[config.mk]
export PLATFORM = sky130hd
export DESIGN_NAME = alu_shift_sched
export DESIGN_NICKNAME = d
export VERILOG_FILES = /design/src/rtl/alu_shift_sched.sv
export SDC_FILE = /design/constraint.sdc
export NUM_CORES = 1
export LEC_CHECK = 0
export ABC_AREA = 0
export BUFFER_PORTS_ARGS = -buffer_cell sky130_fd_sc_hd__buf_2
export CORE_ASPECT_RATIO = 0.8
export CORE_MARGIN = 10
export CORE_UTILIZATION = 45
export DETAILED_ROUTE_END_ITERATION = 12
export PLACE_DENSITY = 0.87
export SLEW_MARGIN = 30
export SYNTH_ARGS = -nofsm -noshare
export SYNTH_HDL_FRONTEND = slang
export SYNTH_SLANG_ARGS = --single-unit
[constraint.sdc]
create_clock -name clk -period 3.1 [get_ports clk]
set_input_delay 0.31 -clock clk [delete_from_list [all_inputs] [get_ports clk]]
set_output_delay 0.31 -clock clk [all_outputs]
set_load 0.02 [all_outputs]
[src/rtl/alu_shift_sched.sv]
// alu_shift_sched: round-robin issue scheduler in front of a shared alu_shift
// datapath. One request is granted per cycle into the result stage (S1); the
// op then moves into the flags stage (S2). The shifter registers its flags,
// so they appear one cycle after the result. Writeback stall holds S1 and
// inserts a bubble into S2. A per-thread exception flush kills matching ops
// in either stage.
//
// Handshake: a requester raises req_valid[i] with its op/tag/thread and keeps
// all of them stable until the cycle in which req_gnt[i] is high. That cycle
// is the transfer. req_gnt is combinational and depends on this cycle's
// inputs, so the requester drops or replaces its request after that edge.
module alu_shift_sched #(
    parameter int NREQ            = 3,
    parameter int OPERATION_WIDTH = 13,
    parameter int TAG_WIDTH       = 9
) (
    input  logic                            clk,
    input  logic                            rst,
    input  logic                            except,
    input  logic                            except_thread,
    input  logic [NREQ-1:0]                 req_valid,
    input  logic [NREQ-1:0]                 req_thread,
    input  logic [NREQ*OPERATION_WIDTH-1:0] req_op,
    input  logic [NREQ*TAG_WIDTH-1:0]       req_tag,
    output logic [NREQ-1:0]                 req_gnt,
    input  logic                            wb_stall,
    output logic                            sh_dataEn,
    output logic [1:0]                      sh_sel,
    output logic [OPERATION_WIDTH-1:0]      sh_operation,
    output logic                            res_valid,
    output logic [TAG_WIDTH-1:0]            res_tag,
    output logic                            res_thread,
    output logic                            flags_valid,
    output logic [TAG_WIDTH-1:0]            flags_tag,
    output logic [1:0]                      inflight
);

    localparam int         OW    = OPERATION_WIDTH;
    localparam logic [2:0] NREQ3 = 3'(NREQ);
    localparam logic [1:0] LAST  = 2'(NREQ - 1);

    // Round-robin pointer: the port searched first in the next arbitration.
    logic [1:0] rr_ptr;

    // Result stage (S1): the op whose operands are live at the shifter.
    logic                 s1_valid;
    logic [OW-1:0]        s1_op;
    logic [TAG_WIDTH-1:0] s1_tag;
    logic                 s1_thread;
    logic [1:0]           s1_sel;

    // Flags stage (S2): the op whose registered flags are on the shifter.
    logic                 s2_valid;
    logic [TAG_WIDTH-1:0] s2_tag;
    logic                 s2_thread;

    // Per-port unpacked views and eligibility.
    logic [OW-1:0]        op_arr  [NREQ];
    logic [TAG_WIDTH-1:0] tag_arr [NREQ];
    logic [NREQ-1:0]      elig;

    // Arbitration results.
    logic                 grant_ok;
    logic                 gnt_any;
    logic [1:0]           gnt_idx;
    logic [2:0]           idx;
    logic [7:0]           elig_pad;
    logic [OW-1:0]        gnt_op;
    logic [TAG_WIDTH-1:0] gnt_tag;
    logic                 gnt_thread;
    logic [1:0]           rr_next;

    // Pipeline control.
    logic s1_kill;
    logic s2_kill;
    logic s1_adv;
    logic s1_load;

    // A port is eligible only for shift-class opcodes (5..7) with bit 11 clear,
    // and not while its thread is being flushed.
    for (genvar g = 0; g < NREQ; g++) begin : g_port
        logic [5:0] opc;
        assign op_arr[g]  = req_op[g*OW +: OW];
        assign tag_arr[g] = req_tag[g*TAG_WIDTH +: TAG_WIDTH];
        assign opc        = op_arr[g][7:2];
        assign elig[g]    = req_valid[g]
                          && (opc == 6'd5 || opc == 6'd6 || opc == 6'd7)
                          && !op_arr[g][11]
                          && !(except && (req_thread[g] == except_thread));
    end

    // Flush matches are evaluated against the current stage contents; the
    // kill takes effect at the next edge and wins over stall and advance.
    assign s1_kill = except && s1_valid && (s1_thread == except_thread);
    assign s2_kill = except && s2_valid && (s2_thread == except_thread);
    assign s1_adv  = s1_valid && !wb_stall;

    // S1 can accept a new op when it is empty or draining into S2. A stalled,
    // occupied S1 blocks the grant. Nothing is granted while in reset.
    assign grant_ok = rst && (!s1_valid || !wb_stall);

    // S1 is rewritten (with a grant or a bubble) whenever it is empty, moving
    // on, or being flushed; otherwise a stall holds it.
    assign s1_load = !s1_valid || !wb_stall || s1_kill;

    // Round-robin search: first eligible port upward from rr_ptr, modulo NREQ.
    always_comb begin
        gnt_any  = 1'b0;
        gnt_idx  = 2'd0;
        idx      = 3'd0;
        elig_pad = 8'(elig);
        if (grant_ok) begin
            for (int k = 0; k < NREQ; k++) begin
                idx = {1'b0, rr_ptr} + 3'(k);
                if (idx >= NREQ3) begin
                    idx = idx - NREQ3;
                end
                if (!gnt_any && elig_pad[idx]) begin
                    gnt_any = 1'b1;
                    gnt_idx = idx[1:0];
                end
            end
        end
    end

    // One-hot grant decode and payload selection of the winning port.
    always_comb begin
        req_gnt    = '0;
        gnt_op     = '0;
        gnt_tag    = '0;
        gnt_thread = 1'b0;
        for (int i = 0; i < NREQ; i++) begin
            if (gnt_any && (gnt_idx == 2'(i))) begin
                req_gnt[i] = 1'b1;
                gnt_op     = op_arr[i];
                gnt_tag    = tag_arr[i];
                gnt_thread = req_thread[i];
            end
        end
    end

    assign rr_next = (gnt_idx == LAST) ? 2'd0 : gnt_idx + 2'd1;

    // Round-robin pointer moves past the winner only when a grant happens.
    always_ff @(posedge clk or negedge rst) begin
        if (!rst) begin
            rr_ptr <= 2'd0;
        end else if (gnt_any) begin
            rr_ptr <= rr_next;
        end
    end

    // S1 register: load the grant (or a bubble) unless a stall holds it.
    always_ff @(posedge clk or negedge rst) begin
        if (!rst) begin
            s1_valid  <= 1'b0;
            s1_op     <= '0;
            s1_tag    <= '0;
            s1_thread <= 1'b0;
            s1_sel    <= 2'd0;
        end else if (s1_load) begin
            s1_valid <= gnt_any;
            if (gnt_any) begin
                s1_op     <= gnt_op;
                s1_tag    <= gnt_tag;
                s1_thread <= gnt_thread;
                s1_sel    <= gnt_idx;
            end
        end
    end

    // S2 register: receives a surviving S1 op when S1 advances, else a bubble.
    always_ff @(posedge clk or negedge rst) begin
        if (!rst) begin
            s2_valid  <= 1'b0;
            s2_tag    <= '0;
            s2_thread <= 1'b0;
        end else begin
            s2_valid <= s1_adv && !s1_kill;
            if (s1_adv) begin
                s2_tag    <= s1_tag;
                s2_thread <= s1_thread;
            end
        end
    end

    assign sh_dataEn    = s1_valid;
    assign res_valid    = s1_valid;
    assign sh_sel       = s1_sel;
    assign sh_operation = s1_op;
    assign res_tag      = s1_tag;
    assign res_thread   = s1_thread;

    // Flags of an op whose thread is being flushed are suppressed at once.
    assign flags_valid  = s2_valid && !s2_kill;
    assign flags_tag    = s2_tag;

    assign inflight     = {1'b0, s1_valid} + {1'b0, s2_valid};

endmodule

* Word-level counts from Yosys, hierarchy flattened
Cells that the tools add are included.
** Word-level totals
- Flip-flop bits (word level) :: 39
- Bits of input ports :: 77
- Output and inout bits :: 42
- Logic and storage cells :: 120
** Operators by class
- Add/sub/neg operators :: 7
- Magnitude comparators :: 6
- Eq/ne operators :: 16
- Mux-type cells :: 35
- Reduce and logical (&&, ||, !) cells :: 47
** Operators with widths (count)
- $eq 6x3->1 const B :: 9
- $mux 13 :: 3
- $mux 9 :: 3
- $logic_and 1x1->1 :: 25
- $mux 3 :: 6
- $mux 1 :: 15
- $logic_not 1->1 :: 12
- $lt 3x4->1 const B :: 3
- $mux 2 :: 5
- $bmux 1 s3 :: 3
- $logic_or 1x1->1 :: 8
- $ge 3x2->1 const B :: 2
- $sub 3x2->3 const B :: 2
- $eq 1x1->1 :: 5
- $add 2x1->3 const B :: 1
- $add 2x2->3 const B :: 1
- $sub 2x2->3 const B :: 1
- $add 1x1->2 :: 1
- $add 2x1->2 const B :: 1
- $eq 2x1->1 const B :: 1
- $eq 2x2->1 const B :: 1
- $ge 2x2->1 const B :: 1
- $logic_not 2->1 :: 1
- $reduce_and 2->1 :: 1

* Longest topological paths before layout
- Word-level depth :: 23
- Gate-level depth with buffers :: 12
- Mapped depth without buffers :: 10

* Least setup slack after synthesis
Ideal clock, no wire load.
- Path kind :: input -> output
- From :: input port req_op[33]
- To :: output port req_gnt[0]
- Arrival time :: 2532 ps
- Required time :: 2790 ps
- Slack :: 258 ps
- Cell stages on the path :: 6
- Buffers on the path :: 0
- Cell sequence :: or4b_1 a2111o_1 o2bb2ai_1 or4_4 nand2_1 nor4bb_1
** On the way
- Longest elaborated chain between the ends :: 21
- Elaborated cells on any way between the ends :: 31
- Classes of those cells :: 3 x eq/ne; 17 x mux; 11 x reduce/logical
** Ends and longest elaborated chain
- start: declaration :: line 23 : input logic [NREQ*OPERATION_WIDTH-1:0] req_op,
- $eq 6x3->1 :: line 87 : && (opc == 6'd5 || opc == 6'd6 || opc == 6'd7)
- $logic_or 1x1->1 :: line 87
- $logic_or 1x1->1 * :: line 87
- $logic_and 1x1->1 * :: line 87
- $logic_and 1x1->1 * :: line 88 : && !op_arr[g][11]
- $logic_and 1x1->1 * :: line 89 : && !(except && (req_thread[g] == except_thread));
- $bmux 1 s3 :: line 118 : if (!gnt_any && elig_pad[idx]) begin
- $mux 1 (not written as such) :: line 118
- (+5 left out)
- $mux 1 :: line 112 : if (grant_ok) begin
- $logic_not 1->1 :: line 118
- $logic_and 1x1->1 :: line 118
- $mux 2 :: line 118
- $mux 2 :: line 112
- $logic_not 2->1 :: line 133 : if (gnt_any && (gnt_idx == 2'(i))) begin
- $logic_and 1x1->1 * :: line 133
- $mux 1 * :: line 133
- end: declaration :: line 25 : output logic [NREQ-1:0] req_gnt,
Mark *: on every way between the ends. The rest lies on a longest branch, timed or not. The select of a mux whose other input is x is not followed.

* Worst setup path in the final report
- From :: register rr_ptr[0]
- To :: output port req_gnt[2]
** On the way
- Longest elaborated chain between the ends :: 18
- Elaborated cells on any way between the ends :: 37
- Classes of those cells :: 5 x add/sub; 3 x order compare; 1 x eq/ne; 23 x mux; 5 x reduce/logical
** Ends and longest elaborated chain
- start: declaration :: line 43 : logic [1:0] rr_ptr;
- start signal: assignment :: line 149 : rr_ptr <= rr_next;
- parallel branches: the longest is 16 deep, another holds $add 2x1->3
- $logic_and 1x1->1 * :: line 133
- $mux 1 * :: line 133
Every way passes the cells marked *. The select of a mux whose other input is x is not followed.

==> results <==
- Along the worst path, the maximum fanout reaches 11.
- The number of rows created at floorplan is 22.
- The buffer levels on the longest clock path is 2.
- 119 I/O pins were placed.
- The TritonCTS clock tree is yes.
- The number of flops mapped to enable cells by yosys is 0.
- For this block, the routed nets add up to 6660 um of wire.
- On the final layout, the worst hold slack is 101 ps.
- The number of nets in the synthesized netlist is 270.
- After detailed routing, the number of remaining DRC violations is 0.
- The flow ran to the end, and the final reports show no timing, DRC or antenna violations.
- The clock latency on the worst-skew pair is 290 ps.
- The count of clock tree sinks is 39.
- The number of buffers created by CTS is 5.
- The clock transition at the register clock pins on the worst setup and hold paths after CTS is about 80 ps.
- In this run the vertical extent of the chip is around 82 um.
- The share of total power dissipated in the clock network is 0.193.
- The initial utilization of the core area, before any placement, comes to 0.471.
- The internal power summed over all cells is 1.36 mW.
- The endpoint arrival time on the critical path is 2600 ps.
- Entering global routing, the biggest net connects 40 pins.
- Of the available clock period, the critical path in the final layout requires 0.937.
- The synthesized area per cell is about 12 um^2.
- The max-cap check violation count is 0.
- The highest clock rate is 0.344 GHz.
- Summed over all cells, the static leakage comes to 1.54 nW.
- The count of mapped cells out of synthesis is 188.
- The launching element type of the critical path is a flip-flop.
- The count of endpoints failing hold in the final timing report was 0.
- The net switching component of the power is 877 uW.
- The via count of the first global-routing pass is 2062.
- The synthesized netlist contains 40 unique library cells.
- Detailed routing inserted a total of between 1500 and 2000 vias.
- For the worst setup path, the data required time is 2790 ps.
- Of the total power, registers draw 0.365.
- The die covers 8080 um^2.
- Setup violations remaining at the end of the flow were counted as 0.
- The post-route clock skew is 3.67 ps.
- After detailed routing, the number of vias per cell comes to 5.26.
- The clock root buffer is clkbuf_8.
- The min-delay analysis places its worst path in the category input port to async pin.
- Before antenna repair, the detailed router went through 4 iterations.
- The layout overhead on the synthesized area is 35.8%.
- The Yosys step of the flow raised 0 warnings.
- The global placement routability congestion is around 0.8.
- The first global-routing pass estimated 10000 um of wire.
- After the first detailed-routing iteration, the DRC count stood at 75.
- The final max-slew violation count was 0.
- The switching power share of the total is 0.393.
- Detailed placement ended at an HPWL of between 5000 and 6000 um.
- The proportion of layout cells with a drive suffix above 1 is 0.556.
- In this run the power density over the cells is 751 nW/um^2.
- The headroom to the max-slew limit is 0.578.
- The initial antenna violation count is 0.
- The critical path capture point type is an output pin.
- The placeable core region is 4650 um^2.
- The number of routed nets with antenna violations is 0.
- Across every metal layer, demand over resource in global routing totals 0.152.
- The most used flip-flop cell after synthesis is dfrtp_1.
- The share of the Yosys chip area taken by registers is 0.445.
- The level count of the clock H-tree is 2.
- The total negative slack is 0 ps.
- After detailed routing, the average wire length per cell comes to 17.8 um.
- The share of total power dissipated in combinational logic is 0.442.
- The synthesized design contains 39 register bits.
- The net count of the finished layout is 394.
- The worst path in the final design needs a cycle of 2910 ps, including I/O delays and setup.
- The residual overflow from global routing is 0.
- The worst-case IR drop observed on VDD is roughly 0.54 mV.
- The die is between 90 and 100 um wide.
- 0 antenna diodes ended up in the layout.
- The count of buffers added on input and output ports is 118.
- At the pin with the least slew margin, the transition time is 633 ps.
- The post-synthesis async set-or-reset flop share is 1.00.
- Setup repair after global routing left no endpoint under its margin.
- The category of the most critical setup path is flip-flop to output pin.
- The cell area after synthesis is roughly 2200 um^2.
## synth_stat cells (2+ instances only)
cell	instances	share of area
mux2i_1	18	0.082
and2_1	5	0.014
buf_6	6	0.031
clkbuf_1	3	0.0051
or4b_1	3	0.014
xnor2_1	5	0.020
dfrtp_1	39	0.45
a22oi_1	18	0.062
o21ai_2	16	0.064
o21ai_0	6	0.014
buf_2	2	0.0046
nand2b_1	5	0.014
nor2_1	9	0.015
o21ai_1	2	0.0046
a2111o_1	2	0.010
ha_1	5	0.029
nand2_1	6	0.010
a21o_1	5	0.017
inv_1	2	0.0034
mux2_2	11	0.057
## area by class of cell
cell class	instances	area, um^2
tap	60	75.1
inverter	2	7.51
clock buffer	6	82.6
sequential	39	976
fill	383	1680
multi-input combinational	134	1120
clock inverter	2	35.0
timing repair buffer	130	681
## power groups by stage
stage / clock network (mW) / registers, mW / logic (mW)
after global placement: 0 / 0.814 / 0.956
final: 0.432 / 0.815 / 0.987
after CTS: 0.443 / 0.814 / 0.987
after global routing: 0.463 / 0.842 / 1.06
after detailed placement: 0 / 0.818 / 0.987
after floorplan: 0 / 1.01 / 0.456
## path summary, 6_finish.rpt
check / startpoint / end / slack (ps) / cells after the start
worst max-delay path: rr_ptr[0] / req_gnt[2] / 190 / 10
worst min-delay path: rst / res_tag[3] / 100 / 2
worst max register to register: rr_ptr[0] / res_tag[8] / 290 / 12
worst min register to register: sh_operation[4] / sh_operation[4] / 470 / 1
max in group asynchronous: rst / sh_operation[9] / 2660 / 2
min in group clk: req_tag[23] / res_tag[5] / 260 / 3
## metrics by stage
stage | total power [mW] | std cells | setup slack, ps | area (um^2) | util
5_1_grt | 2.37 | 373 | 19.1 | 2980 | 0.640
3_3_place_gp | 1.77 | 362 | 171 | 2820 | 0.605
6_report | 2.23 | 373 | 194 | 2980 | 0.640
3_5_place_dp | 1.81 | 362 | 135 | 2820 | 0.605
4_1_cts | 2.24 | 370 | 44.7 | 2930 | 0.630
2_1_floorplan | 1.47 | 188 | 258 | 2190 | -
## worst max-delay path, cell delays in order (launching register included)
cell,delay [ps]
dfrtp_1,420
inv_1,80
ha_2,270
ha_1,230
nor3b_1,90
nor2_1,100
nor2_1,70
or4_1,490
o22ai_2,170
buf_4,220
buf_2,190
## timing repair
action                     4_1_cts  5_1_grt
buffers inserted                 0        3
setup endpoints to repair        0       11
hold buffers                     0        0
resized for setup                0        4
hold endpoints to repair         0        0
## state kept, by name, indices dropped and copies added, names as in the netlist
name	flops
flags_tag	9
res_tag	9
res_thread	1
res_valid	1
rr_ptr	2
s2_thread	1
s2_valid	1
sh_operation	13
sh_sel	2
## cells in the final DEF, fill, tap and decap left out, drive strengths merged, types with 2 or more instances in the layout
master     n
buf      130
clkbuf     6
ha         5
o21ai     24
nand2      6
or4b       3
a2111o     2
mux2i     18
a22oi     18
nand2b     5
mux2      11
xnor2      5
and2       5
dfrtp     39
o22ai      2
inv        2
a21o       5
nor2       9
a2111oi    2
or4        2
## metal layers
metal	part of all wire	GRT usage	routed length, um
met5	0	0	0
met4	0.0071	0.0420	47
met3	0.088	0.0656	585
met2	0.48	0.253	3180
met1	0.43	0.178	2850
## kinds of logic (layout without fill, tap and decap cells)
logic type | count (synthesis) | count (layout) | synth area share
multiplexers | 29 | 29 | 0.139
AND/OR/NAND/NOR | 36 | 36 | 0.0977
flip-flops | 39 | 39 | 0.445
XOR/XNOR | 5 | 5 | 0.0200
AO/OA/AOI/OAI | 59 | 59 | 0.216
buffers and inverters | 15 | 140 | 0.0531
adder cells (fa/ha/maj) | 5 | 5 | 0.0286
No activity file was read; power rests on OpenSTA's default activity.
